===== config.mk =====
export PLATFORM = sky130hd
export DESIGN_NAME = lsu_ctrl
export DESIGN_NICKNAME = d
export VERILOG_FILES = /design/src/rtl/lsu_ctrl.sv
export SDC_FILE = /design/constraint.sdc
export NUM_CORES = 1
export LEC_CHECK = 0
export CELL_PAD_IN_SITES_DETAIL_PLACEMENT = 1
export CELL_PAD_IN_SITES_GLOBAL_PLACEMENT = 1
export CORE_MARGIN = 2
export CORE_UTILIZATION = 39
export DETAILED_ROUTE_END_ITERATION = 16
export GPL_TIMING_DRIVEN = 0
export MAX_ROUTING_LAYER = met4
export PLACE_DENSITY_LB_ADDON = 0.1
export SYNTH_ARGS = -nofsm -noshare
export SYNTH_HDL_FRONTEND = slang
export SYNTH_SLANG_ARGS = --single-unit

===== constraint.sdc =====
create_clock -name clk -period 14.3 [get_ports clk]
set_input_delay 4.29 -clock clk [delete_from_list [all_inputs] [get_ports clk]]
set_output_delay 4.29 -clock clk [all_outputs]
set_load 0.02 [all_outputs]

===== src/rtl/lsu_ctrl.sv =====
// Load/store unit controller: sub-word loads with extension, read-modify-write
// sub-word stores, and single-cycle error completion for illegal or misaligned requests.
module lsu_ctrl (
  input  logic        clk,
  input  logic        rst,
  input  logic        start,
  input  logic        is_store,
  input  logic [1:0]  size,
  input  logic        sign_ext,
  input  logic [31:0] addr,
  input  logic [31:0] wdata,
  output logic [31:0] mem_addr,
  output logic        mem_re,
  output logic        mem_we,
  output logic [31:0] mem_wdata,
  input  logic [31:0] mem_rdata,
  input  logic        mem_ready,
  output logic        busy,
  output logic        done,
  output logic        err,
  output logic [31:0] rdata
);
  localparam int LANES = 4;

  typedef enum logic [2:0] {IDLE, RD, WR, RMW_RD, RMW_WR, FIN} state_t;
  state_t state, state_nxt;

  logic        store_q, sext_q, err_q;
  logic [1:0]  size_q;
  logic [31:0] addr_q, wdata_q, word_q;
  logic        req_bad;
  logic [7:0]  ld_byte;
  logic [15:0] ld_half;
  logic [31:0] ld_val, ins, merged;
  logic [LANES-1:0] be;

  assign req_bad = (size == 2'b11) ||
                   (size == 2'b01 && addr[0]) ||
                   (size == 2'b10 && addr[1:0] != 2'b00);
  assign mem_addr = {addr_q[31:2], 2'b00};
  assign busy     = (state != IDLE);

  // Load lane selection and extension
  always_comb begin
    ld_byte = mem_rdata[7:0];
    case (addr_q[1:0])
      2'b01:   ld_byte = mem_rdata[15:8];
      2'b10:   ld_byte = mem_rdata[23:16];
      2'b11:   ld_byte = mem_rdata[31:24];
      default: ld_byte = mem_rdata[7:0];
    endcase
    ld_half = addr_q[1] ? mem_rdata[31:16] : mem_rdata[15:0];
    case (size_q)
      2'b00:   ld_val = {{24{sext_q & ld_byte[7]}}, ld_byte};
      2'b01:   ld_val = {{16{sext_q & ld_half[15]}}, ld_half};
      default: ld_val = mem_rdata;
    endcase
  end

  // Store data replicated across lanes; byte enables pick which lanes replace the captured word
  always_comb begin
    ins = size_q[0] ? {2{wdata_q[15:0]}} : {4{wdata_q[7:0]}};
    if (size_q[0]) be = addr_q[1] ? 4'b1100 : 4'b0011;
    else           be = 4'b0001 << addr_q[1:0];
  end

  for (genvar i = 0; i < LANES; i++) begin : g_lane
    assign merged[i*8 +: 8] = be[i] ? ins[i*8 +: 8] : word_q[i*8 +: 8];
  end

  always_comb begin
    state_nxt = state;
    mem_re    = 1'b0;
    mem_we    = 1'b0;
    mem_wdata = '0;
    done      = 1'b0;
    err       = 1'b0;
    case (state)
      IDLE: if (start) begin
        if (req_bad)            state_nxt = FIN;
        else if (!is_store)     state_nxt = RD;
        else if (size == 2'b10) state_nxt = WR;
        else                    state_nxt = RMW_RD;
      end
      RD: begin
        mem_re = 1'b1;
        if (mem_ready) state_nxt = FIN;
      end
      WR: begin
        mem_we    = 1'b1;
        mem_wdata = wdata_q;
        if (mem_ready) state_nxt = FIN;
      end
      RMW_RD: begin
        mem_re = 1'b1;
        if (mem_ready) state_nxt = RMW_WR;
      end
      RMW_WR: begin
        mem_we    = 1'b1;
        mem_wdata = merged;
        if (mem_ready) state_nxt = FIN;
      end
      FIN: begin
        done      = 1'b1;
        err       = err_q;
        state_nxt = IDLE;
      end
      default: state_nxt = IDLE;
    endcase
  end

  always_ff @(posedge clk or posedge rst) begin
    if (rst) begin
      state   <= IDLE;
      store_q <= 1'b0;
      sext_q  <= 1'b0;
      err_q   <= 1'b0;
      size_q  <= 2'b00;
      addr_q  <= '0;
      wdata_q <= '0;
      word_q  <= '0;
      rdata   <= '0;
    end else begin
      state <= state_nxt;
      if (state == IDLE && start) begin
        store_q <= is_store;
        sext_q  <= sign_ext;
        size_q  <= size;
        addr_q  <= addr;
        wdata_q <= wdata;
        err_q   <= req_bad;
      end
      if (state == RMW_RD && mem_ready) word_q <= mem_rdata;
      if (state == RD && mem_ready && !store_q) rdata <= ld_val;
    end
  end
endmodule


## Word-level counts from Yosys, hierarchy flattened

Cells that the tools add are included.

| cells by class | value |
|---|---|
| bitwise gates (word level) | 2 |
| reductions and logical operators | 17 |
| equal/unequal tests | 15 |
| muxes and demuxes | 22 |
| shifts and indexed selects | 1 |

Operators by type and width:

| operator | count |
|---|---|
| $pmux W32 S2 | 2 |
| $mux W32 | 1 |
| $mux W8 | 4 |
| $pmux W8 S3 | 1 |
| $mux W16 | 1 |
| $mux W3 | 4 |
| $pmux W3 S3 | 1 |
| $eq A2 B2 Y1 const B | 4 |
| $mux W4 | 2 |
| $eq A2 B1 Y1 const B | 3 |
| $eq A3 B2 Y1 const B | 2 |
| $eq A3 B3 Y1 const B | 2 |
| $logic_and A1 B1 Y1 | 6 |
| $mux W1 | 5 |
| $ne A2 B2 Y1 const B | 2 |
| $reduce_or A2 Y1 | 2 |
| $shl A1 B2 Y4 const A | 1 |
| $eq A3 B1 Y1 const B | 1 |
| $logic_not A3 Y1 | 1 |
| $reduce_and A3 Y1 | 1 |
| $reduce_bool A3 Y1 | 1 |
| $reduce_or A3 Y1 | 1 |
| $and A1 B1 Y1 | 2 |
| $logic_not A2 Y1 | 1 |
| other kinds (5) | 6 |

| word-level totals | value |
|---|---|
| output and inout port bits | 101 |
| bits in registers | 136 |
| word-level logic and storage cells | 66 |

## Longest topological paths before layout

Gate-level depths: netlist of run 1.

| depth | value |
|---|---|
| depth in word-level cells | 7 |
| depth in mapped cells | 6 |
| depth with buffers taken out | 4 |

## Worst setup path before layout of run 1

No wires, ideal clock.

| timing path | value |
|---|---|
| path kind | register -> output |
| start | register size_q[0] |
| end | output mem_wdata[10] |
| path buffers | 2 |
| required time | 10.010 ns |
| setup slack | 8.362 ns |
| arrival time | 1.648 ns |
| cell stages (with the launch flop) | 6 |
| path through | dfrtp_1 > buf_2 > o21bai_2 > buf_2 > a21oi_1 > o21ai_0 |

| on the way | value |
|---|---|
| longest elaborated chain between the ends | 3 |

RTL lines:

| item | line | text |
|---|---|---|
| start, declared | 29 | `logic [1:0] size_q;` |
| start signal, assigned | 128 | `size_q <= size;` |
| $mux W32 or $mux W4 (tied branches) | 62, 63 |  |
| $mux W8 (*) | 68 | `assign merged[i*8 +: 8] = be[i] ? ins[i*8 +: 8] : word_q[i*8 +: 8];` |
| $pmux W32 S2 (*) | 78 | `case (state)` |
| end, declared | 15 | `output logic [31:0] mem_wdata,` |

Every way passes the cells marked *; elsewhere a longest branch is shown, timed or not.

## Final worst setup path of run 1

| timing path | value |
|---|---|
| start | register state[0] |
| end | output mem_wdata[5] |

| on the way | value |
|---|---|
| longest elaborated chain between the ends | 2 |

RTL lines:

| item | line | text |
|---|---|---|
| start, declared | 26 | `state_t state, state_nxt;` |
| start signal, assigned | 124 | `state <= state_nxt;` |
| $eq A3 B3 Y1 or $eq A3 B2 Y1 (tied branches) | 78 |  |
| $pmux W32 S2 (*) | 78 |  |

Marks and branches as above.

==> results.yml, run 1 <==
pwr:
  combPwrFrac_pct: 47.7
  fin_total_pwr_mw: 2.352
  powerDensity_nw_per_um2: 245.8
  peakVddDrop_uv: 109.2
  intPower_mw: 1.480
  clockPowerShare_pct: 21.6
  p_leak_nw: 4.098
  power.switching_uw: 872.5
  share_seq_of_total_power_pct: 30.7
  swShare_pct: 37.09
drt:
  drc: 0
  wl_um: 21320
  ant_nets: 0
  vias_per_cell: 5.049
  wl_per_cell_um: 20.52
  drt_iter0_markers: 180
  firstDrtPassIters: 4
  routed-via-count: 5246
global_routing:
  antenna_found_initial: 0
  grt_max_degree: 77
  grt_pass1_vias: 5931
  gr-usage-all-layers_pct: 25.61
  overflow: 0
  grt_pass1_wl_um: 33940
clock_network:
  cts_resized: 0
  root_buffer: "clkbuf_16"
  clk_pin_slew_ns: 0.06
  cts_tree: "done"
  cts_htree_levels: 4
  post_cts_buffers: 0
  clk_path_buf_depth: 2
  insertion_delay_ns: 0.42
  cts.sinks: 136
  cts_hold_buf: 0
  cts_buffers: 17
critical_path:
  cp_top_family: "compound AO/OA/AOI/OAI gates"
  reg2regPathDepth: 5
  path_class: "reg2out"
  worst-path-buf-inv: 1
  end_kind: "primary output"
  slowest_stage: "o31ai_2"
  crit_arrival_ns: 2.92
  cp_slowest_stage_delay_ns: 0.66
  worstPathCellList: "nor2_1 > nand2_1 > o31ai_2 > a22o_1 > clkdlybuf4s50_1"
  worstSetupStartpointType: "flip-flop"
  path_depth: 5
  critPathRequiredTime_ns: 10.01
  crit_fanout: 10
logic_synthesis:
  yosysSeqAreaShare_pct: 51.96
  synth_top_family_by_area: "multiplexers"
  synthFlopType: "dfrtp_1"
  synthXorXnorAreaFrac_pct: 0.1337
  synthSimpleGateAreaFrac_pct: 9.933
  ys_types: 44
  synth_compound_area_share_pct: 10.51
  yosys_warnings: 0
  async_reset_ff_share_pct: 100.0
  syn_area_per_cell_um2: 11.24
  synth.area.mux_share_pct: 20.69
  synth_edf_count: 0
  ys_ff_latch: 136
  synthCells: 583
  syn_area_um2: 6550
  synthAdderAreaFrac_pct: 0
sta:
  hold_viol: 0
  clock_skew_ns: 0.01167
  fmax_ghz: 0.1387
  finalMaxSlewViolations: 0
  tightest_slew_ns: 0.8924
  period_minus_slack_ns: 7.209
  fin_tns_setup_ns: 0
  slew_headroom_pct: 40.05
  rsz0062_at_grt: "no"
  period_share_pct: 50.41
  setup_viol: 0
placed_design:
  dpl.hpwl_um: 16240
  port_buffers: 202
  place_inst: 1007
  dpl_cell_area_um2: 8884
  gp_congestion: 0.8641
cells_and_area:
  final_nets: 910
  multi_input_area_um2: 2710
  register_area_um2: 3403
  drive_gt1_share_pct: 24.66
  nFillCells: 1727
  finalInstanceArea_um2: 9568
  num_antenna_cells: 0
  layoutNonFillerInstCount: 1039
  syn2layout_area_growth_pct: 46.07
min_path:
  hold_depth: 1
  min_path_type: "reg2reg"
die:
  rows: 47
  chipHeight_um: 133.6
  coreArea_um2: 16520
  die_area_um2: 17850
  start_util_pct: 39.64
  ios: 205
  die_w_um: 133.6
job:
  drv_cap: 0
outcome:
  status: "finished, final reports clean"
## worst paths after layout
kind,from,endpoint,slack (ns)
max,state[0],mem_wdata[5],7.09
max reg2reg,state[2],wdata_q[1],12.33
min in group asynchronous,rst,addr_q[17],4.39
min reg2reg,err_q,err_q,0.50
min,err_q,err_q,0.50
max in group asynchronous,rst,word_q[3],9.15
## power groups by stage
stage | clock network, mW | registers [mW] | logic (mW)
after detailed placement | 0 | 0.723 | 1.13
after CTS | 0.516 | 0.721 | 1.14
after global placement | 0 | 0.707 | 1.09
after floorplan | 0 | 0.729 | 0.646
final | 0.508 | 0.721 | 1.12
after global routing | 0.534 | 0.748 | 1.21
## through the flow
stage | setup WS, ns | utilization [%] | hold slack [ns]
2_1_floorplan | 6.371 | - | 0.4721
3_3_place_gp | 4.433 | 53.56 | 0.4836
3_5_place_dp | 7.546 | 53.76 | 0.4957
4_1_cts | 7.083 | 57.90 | 0.5095
5_1_grt | 6.906 | 57.90 | 0.5264
6_report | 7.091 | 57.90 | 0.5022
## cells in the final DEF, fill, tap and decap left out, types with 2 or more instances in the layout
cell type        synthesis  final
nor2_1                  61     61
clkbuf_1                 7      7
nor3_1                   3      3
and3_1                   2      2
and2_1                   2      2
clkdlybuf4s50_1          0    202
clkbuf_16                0     17
nand2b_1                 9      9
a21oi_1                 41     41
buf_4                   34     34
a31oi_1                  3      3
dfrtp_1                136    136
nor2b_1                  8      8
o22ai_1                  2      2
inv_6                    0      3
nand2_1                 49     49
a22o_1                   8      8
buf_6                    2      2
mux2i_1                 24     24
o21ai_0                 26     26
nand3_1                  2      2
a221oi_1                13     13
conb_1                   1      2
mux2_2                  99     99
a32oi_1                  2      2
buf_2                   22     22
clkinv_4                 0      4
inv_1                    7      6
bufinv_16                0      6
## cell type report
| type | instances | share of cell area, % |
|---|---|---|
| clock inverter | 14 | 2.563 |
| buffer | 65 | 4.328 |
| inverter | 7 | 0.3269 |
| tap | 220 | 2.877 |
| multi-input combinational | 376 | 28.32 |
| sequential | 136 | 35.57 |
| timing repair buffer | 203 | 21.42 |
| clock buffer | 18 | 4.590 |
## cell families (layout without fill, tap and decap cells)
group / Yosys count / count (layout)
multiplexers: 123 / 123
AO/OA/AOI/OAI: 106 / 106
other: 1 / 2
XOR/XNOR: 1 / 1
AND/OR/NAND/NOR: 144 / 144
buffers and inverters: 72 / 307
flip-flops: 136 / 136
## Yosys cell counts (2+ instances only)
cell type	count	area [um^2]
buf_4	34	255.2
nor2_1	61	229.0
o21ai_0	26	130.1
and2_1	2	12.51
nand2_1	49	183.9
nor2b_1	8	50.05
and3_1	2	12.51
nor3_1	3	15.01
buf_2	22	110.1
nand3_1	2	10.01
clkbuf_1	7	26.28
dfrtp_1	136	3403
a21oi_1	41	205.2
a32oi_1	2	17.52
a31oi_1	3	18.77
inv_1	7	26.28
a221oi_1	13	113.9
mux2_2	99	1115
mux2i_1	24	240.2
nand2b_1	9	56.30
buf_6	2	22.52
o22ai_1	2	12.51
a22o_1	8	70.07
## metal layers
| metal | track usage [%] | part of all wire [%] |
|---|---|---|
| met5 | - | 0 |
| met2 | 42.96 | 50 |
| met3 | 3.539 | 3.5 |
| met4 | 6.856 | 0.99 |
| met1 | 32.78 | 45 |
## sequential cells by signal (all words and copies together) (netlist names)
name     count
state        3
addr_q      32
wdata_q     32
rdata       32
size_q       2
word_q      32
sext_q       1
store_q      1
err_q        1
Power figures use the tool's default switching activity.
==> run 2, diff against run 1 <==
- CORE_UTILIZATION: 39 -> 36
- clock period: 14.3 -> 6.9 ns (I/O delays scaled with it)
==> run 2 against run 1 <==
  * Sequential share of layout area up 0.12 points
  * Routed wire length is 1.4% higher
  * Worst hold slack better by 0.0031 ns
  * Largest power group unchanged
  * Sequential cell count stayed put
  * Combinational power increased by 110%
==> results.yml, run 2 (same netlist as run 1, synthesis figures left out) <==
outcome:
  status: "finished, final reports clean"
die:
  coreArea_um2: 17900
  chipHeight_um: 138.9
  start_util_pct: 36.59
  ios: 205
  die_w_um: 138.9
  rows: 49
  die_area_um2: 19290
placed_design:
  place_inst: 1016
  dpl.hpwl_um: 16380
  gp_congestion: 0.8214
  port_buffers: 202
  dpl_cell_area_um2: 8895
  pre_cts_slack_ns: 2.395
sta:
  hold_viol: 0
  fmax_ghz: 0.2030
  clock_skew_ns: 0.007767
  fin_tns_setup_ns: 0
  rsz0062_at_grt: "no"
  period_share_pct: 71.39
  finalWorstSetupSlack_ns: 1.974
  setup_viol: 0
  period_minus_slack_ns: 4.926
  holdWs_ns: 0.5053
  tightest_slew_ns: 0.9170
  slew_headroom_pct: 38.40
  finalMaxSlewViolations: 0
cells_and_area:
  layout_common_cells: "202 x clkdlybuf4s50_1, 136 x dfrtp_1, 99 x mux2_2, 61 x nor2_1, 49 x nand2_1"
  num_antenna_cells: 0
  syn2layout_area_growth_pct: 45.58
  layoutNonFillerInstCount: 1048
  final_nets: 910
  fin_util_pct: 53.26
  final_common_cell: "clkdlybuf4s50_1"
  finalInstanceArea_um2: 9535
  drive_gt1_share_pct: 24.54
clock_network:
  root_buffer: "clkbuf_16"
  post_cts_buffers: 0
  cts_buffers: 17
  cts_htree_levels: 4
  clk_pin_slew_ns: 0.06
  clk_path_buf_depth: 2
  insertion_delay_ns: 0.42
  cts_hold_buf: 0
  cts_tree: "done"
  cts_resized: 0
  cts.sinks: 136
critical_path:
  cp_common_cell: "buf_2"
  cp_top_family: "buffers and inverters"
  worst-path-buf-inv: 3
  end_kind: "primary output"
  slowest_stage: "clkdlybuf4s50_1"
  cp_slowest_stage_delay_ns: 0.68
  worstSetupStartpointType: "flip-flop"
  r2r_end: "rdata[6]"
  rrSetupSlack_ns: 4.89
  reg2regPathDepth: 5
  worstPathCellList: "buf_2 > o21bai_2 > buf_2 > a21oi_1 > o21ai_0 > clkdlybuf4s50_1"
  crit_arrival_ns: 2.86
  critPathRequiredTime_ns: 4.83
  r2r_start: "addr_q[0]"
  path_class: "reg2out"
  crit_fanout: 10
drt:
  wl_per_cell_um: 20.63
  vias_per_cell: 5.049
  wl_um: 21620
  firstDrtPassIters: 4
  drt_iter0_markers: 203
  routed-via-count: 5291
  drc: 0
  ant_nets: 0
pwr:
  p_leak_nw: 4.072
  peakVddDrop_uv: 205.3
  powerDensity_nw_per_um2: 504.7
  fin_total_pwr_mw: 4.812
job:
  drv_cap: 0
min_path:
  min_path_type: "reg2reg"
  hold_depth: 1
  hold_end: "word_q[1]"
  hp-start: "word_q[1]"
global_routing:
  grt_max_degree: 88
  grt_pass1_vias: 5794
  grt_pass1_wl_um: 34180
  antenna_found_initial: 0
  gr-usage-all-layers_pct: 23.59
  overflow: 0
## run 2: per-layer routing
layer	vias up	global-route usage [%]	share of wire [%]
li1	2446	-	-
met1	2685	31.27	46
met2	143	38.40	49
met3	17	4.040	3.7
met4	0	4.997	1.1
met5	-	-	0
## run 2: worst max path at each step
stage | startpoint | to | slack, ns | cells past startpoint
after global placement | rst | rdata[18] | -0.80 | 2
after floorplan | rst | addr_q[0] | 1.19 | 1
after CTS | state[0] | mem_wdata[0] | 1.94 | 5
after global routing | state[0] | mem_wdata[0] | 1.80 | 5
after detailed placement | state[0] | mem_wdata[0] | 2.40 | 5
final | size_q[0] | mem_wdata[9] | 1.97 | 6
## run 2: report_power, final
group / switching, mW / internal [mW]
Sequential: 0.293 / 1.20
Combinational: 1.16 / 1.17
Clock: 0.352 / 0.633
Total: 1.80 / 3.01
## run 2: cell type report
cell class / instances / area (um^2)
inverter: 7 / 31.28
multi-input combinational: 376 / 2710
timing repair buffer: 203 / 2049
clock inverter: 11 / 170.2
sequential: 136 / 3403
fill: 1911 / 8367
tap: 229 / 286.5
buffer: 65 / 414.1
clock buffer: 21 / 470.5
==> run 3, diff against run 2 <==
- CORE_UTILIZATION: 36 -> 33
- clock period: 6.9 -> 4.1 ns (I/O delays scaled with it)
==> run 3 against run 2 <==
  * Clock power grew 69%
  * Worst hold slack gained 0.0014 ns
  * Sequential power grew 67%
  * Sequential cell count is the same
  * Setup slack lost 1.8 ns
  * Clock-buffer cell count shrank 2
  * Clock skew is essentially flat
  * First-iteration DRC count shrank 18%
==> results.yml, run 3 (same netlist as run 1, synthesis figures left out) <==
outcome:
  status: "finished, final reports clean"
cells_and_area:
  layout_common_cells: "202 x clkdlybuf4s50_1, 136 x dfrtp_1, 99 x mux2_2, 59 x nor2_1, 49 x nand2_1"
  final_common_cell: "clkdlybuf4s50_1"
  drive_gt1_share_pct: 25.43
  fin_util_pct: 49.59
  final_nets: 913
  layoutNonFillerInstCount: 1087
  syn2layout_area_growth_pct: 47.35
  num_antenna_cells: 0
  finalInstanceArea_um2: 9652
drt:
  firstDrtPassIters: 4
  wl_um: 20980
  ant_nets: 0
  drc: 0
  vias_per_cell: 4.835
  wl_per_cell_um: 19.30
  routed-via-count: 5256
  drt_iter0_markers: 166
global_routing:
  gr-usage-all-layers_pct: 20.89
  antenna_found_initial: 0
  overflow: 0
  grt_pass1_vias: 5912
  grt_max_degree: 43
  grt_pass1_wl_um: 31970
critical_path:
  slowest_stage: "clkdlybuf4s50_1"
  cp_slowest_stage_delay_ns: 0.67
  worstPathCellList: "buf_2 > nor2b_2 > nand2b_1 > buf_2 > mux2i_1 > o21ai_0 > clkdlybuf4s50_1"
  rrSetupSlack_ns: 2.13
  path_class: "reg2out"
  worstSetupStartpointType: "flip-flop"
  critPathRequiredTime_ns: 2.87
  cp_top_family: "buffers and inverters"
  crit_fanout: 8
  worst-path-buf-inv: 3
  end_kind: "primary output"
  cp_common_cell: "buf_2"
  crit_arrival_ns: 2.73
pwr:
  p_leak_nw: 4.100
  share_seq_of_total_power_pct: 30.9
  peakVddDrop_uv: 349.0
  swShare_pct: 37.44
  combPwrFrac_pct: 48.6
  fin_total_pwr_mw: 8.120
  clockPowerShare_pct: 20.5
  power.switching_mw: 3.040
  powerDensity_nw_per_um2: 841.3
  intPower_mw: 5.080
sta:
  fin_tns_setup_ns: 0
  slew_headroom_pct: 41.26
  period_minus_slack_ns: 3.961
  tightest_slew_ns: 0.8744
  setup_viol: 0
  fmax_ghz: 0.2524
  period_share_pct: 96.62
  clock_skew_ns: 0.008232
  finalMaxSlewViolations: 0
  rsz0062_at_grt: "no"
  hold_viol: 0
  holdWs_ns: 0.5068
  finalWorstSetupSlack_ns: 0.1386
clock_network:
  clk_pin_slew_ns: 0.06
  cts_htree_levels: 4
  cts.sinks: 136
  cts_hold_buf: 0
  root_buffer: "clkbuf_16"
  insertion_delay_ns: 0.42
  cts_tree: "done"
  clk_path_buf_depth: 2
  cts_buffers: 17
die:
  rows: 51
  start_util_pct: 33.65
  coreArea_um2: 19460
  chipHeight_um: 144.9
  die_area_um2: 20990
  ios: 205
  die_w_um: 144.9
placed_design:
  gp_congestion: 0.8457
  place_inst: 1054
  port_buffers: 202
  dpl_cell_area_um2: 8971
  dpl.hpwl_um: 16660
  pre_cts_slack_ns: 0.3674
min_path:
  min_path_type: "reg2reg"
job:
  drv_cap: 0
## run 3: changes by cell type in the layout (fill, tap and decap cells not counted), sizes merged
cell | previous run | this run
buf | 59 | 62
inv | 7 | 9
clkbuf | 28 | 26
clkinv | 4 | 3
clkinvlp | 3 | 4
## run 3: power by group through the flow
stage / Clock, mW / Combinational, mW / Sequential, mW
after floorplan: 0 / 2.25 / 2.54
after global placement: 0 / 3.82 / 2.48
after detailed placement: 0 / 3.93 / 2.53
after CTS: 1.70 / 3.97 / 2.52
after global routing: 1.76 / 4.25 / 2.60
final: 1.67 / 3.94 / 2.51
## run 3: what timing repair did
action | 4_1_cts | 5_1_grt
setup buffers | 0 | 1
gates cloned | 0 | 0
resized for setup | 1 | 6
endpoints found under the setup margin | 8 | 28
pin swaps | 0 | 1
## run 3: final cells by class
cell class / count / area [um^2]
repair buffers: 206 / 2102
clock buffers: 19 / 452.9
multi-input cells: 376 / 2724
plain buffers: 65 / 416.7
well taps: 265 / 331.6
flip-flops and latches: 136 / 3403
fillers: 2091 / 9811
clock inverters: 13 / 191.4
inverters: 7 / 30.03
## run 3: worst paths after layout
check / start / end / depth (start not counted)
worst min-delay path: word_q[6] / word_q[6] / 1
max in group asynchronous: rst / wdata_q[5] / 3
worst max-delay path: addr_q[0] / mem_wdata[16] / 7
min in group asynchronous: rst / addr_q[28] / 2
worst min register to register: word_q[6] / word_q[6] / 1
worst max register to register: addr_q[0] / rdata[3] / 5
## run 3: routing by layer
metal / routed length, um / GRT usage [%] / vias to the layer above
met5: 0 / - / -
met4: 396 / 6.030 / 0
met3: 1088 / 4.541 / 26
met2: 10150 / 34.61 / 151
met1: 9348 / 25.80 / 2625
li1: - / - / 2454
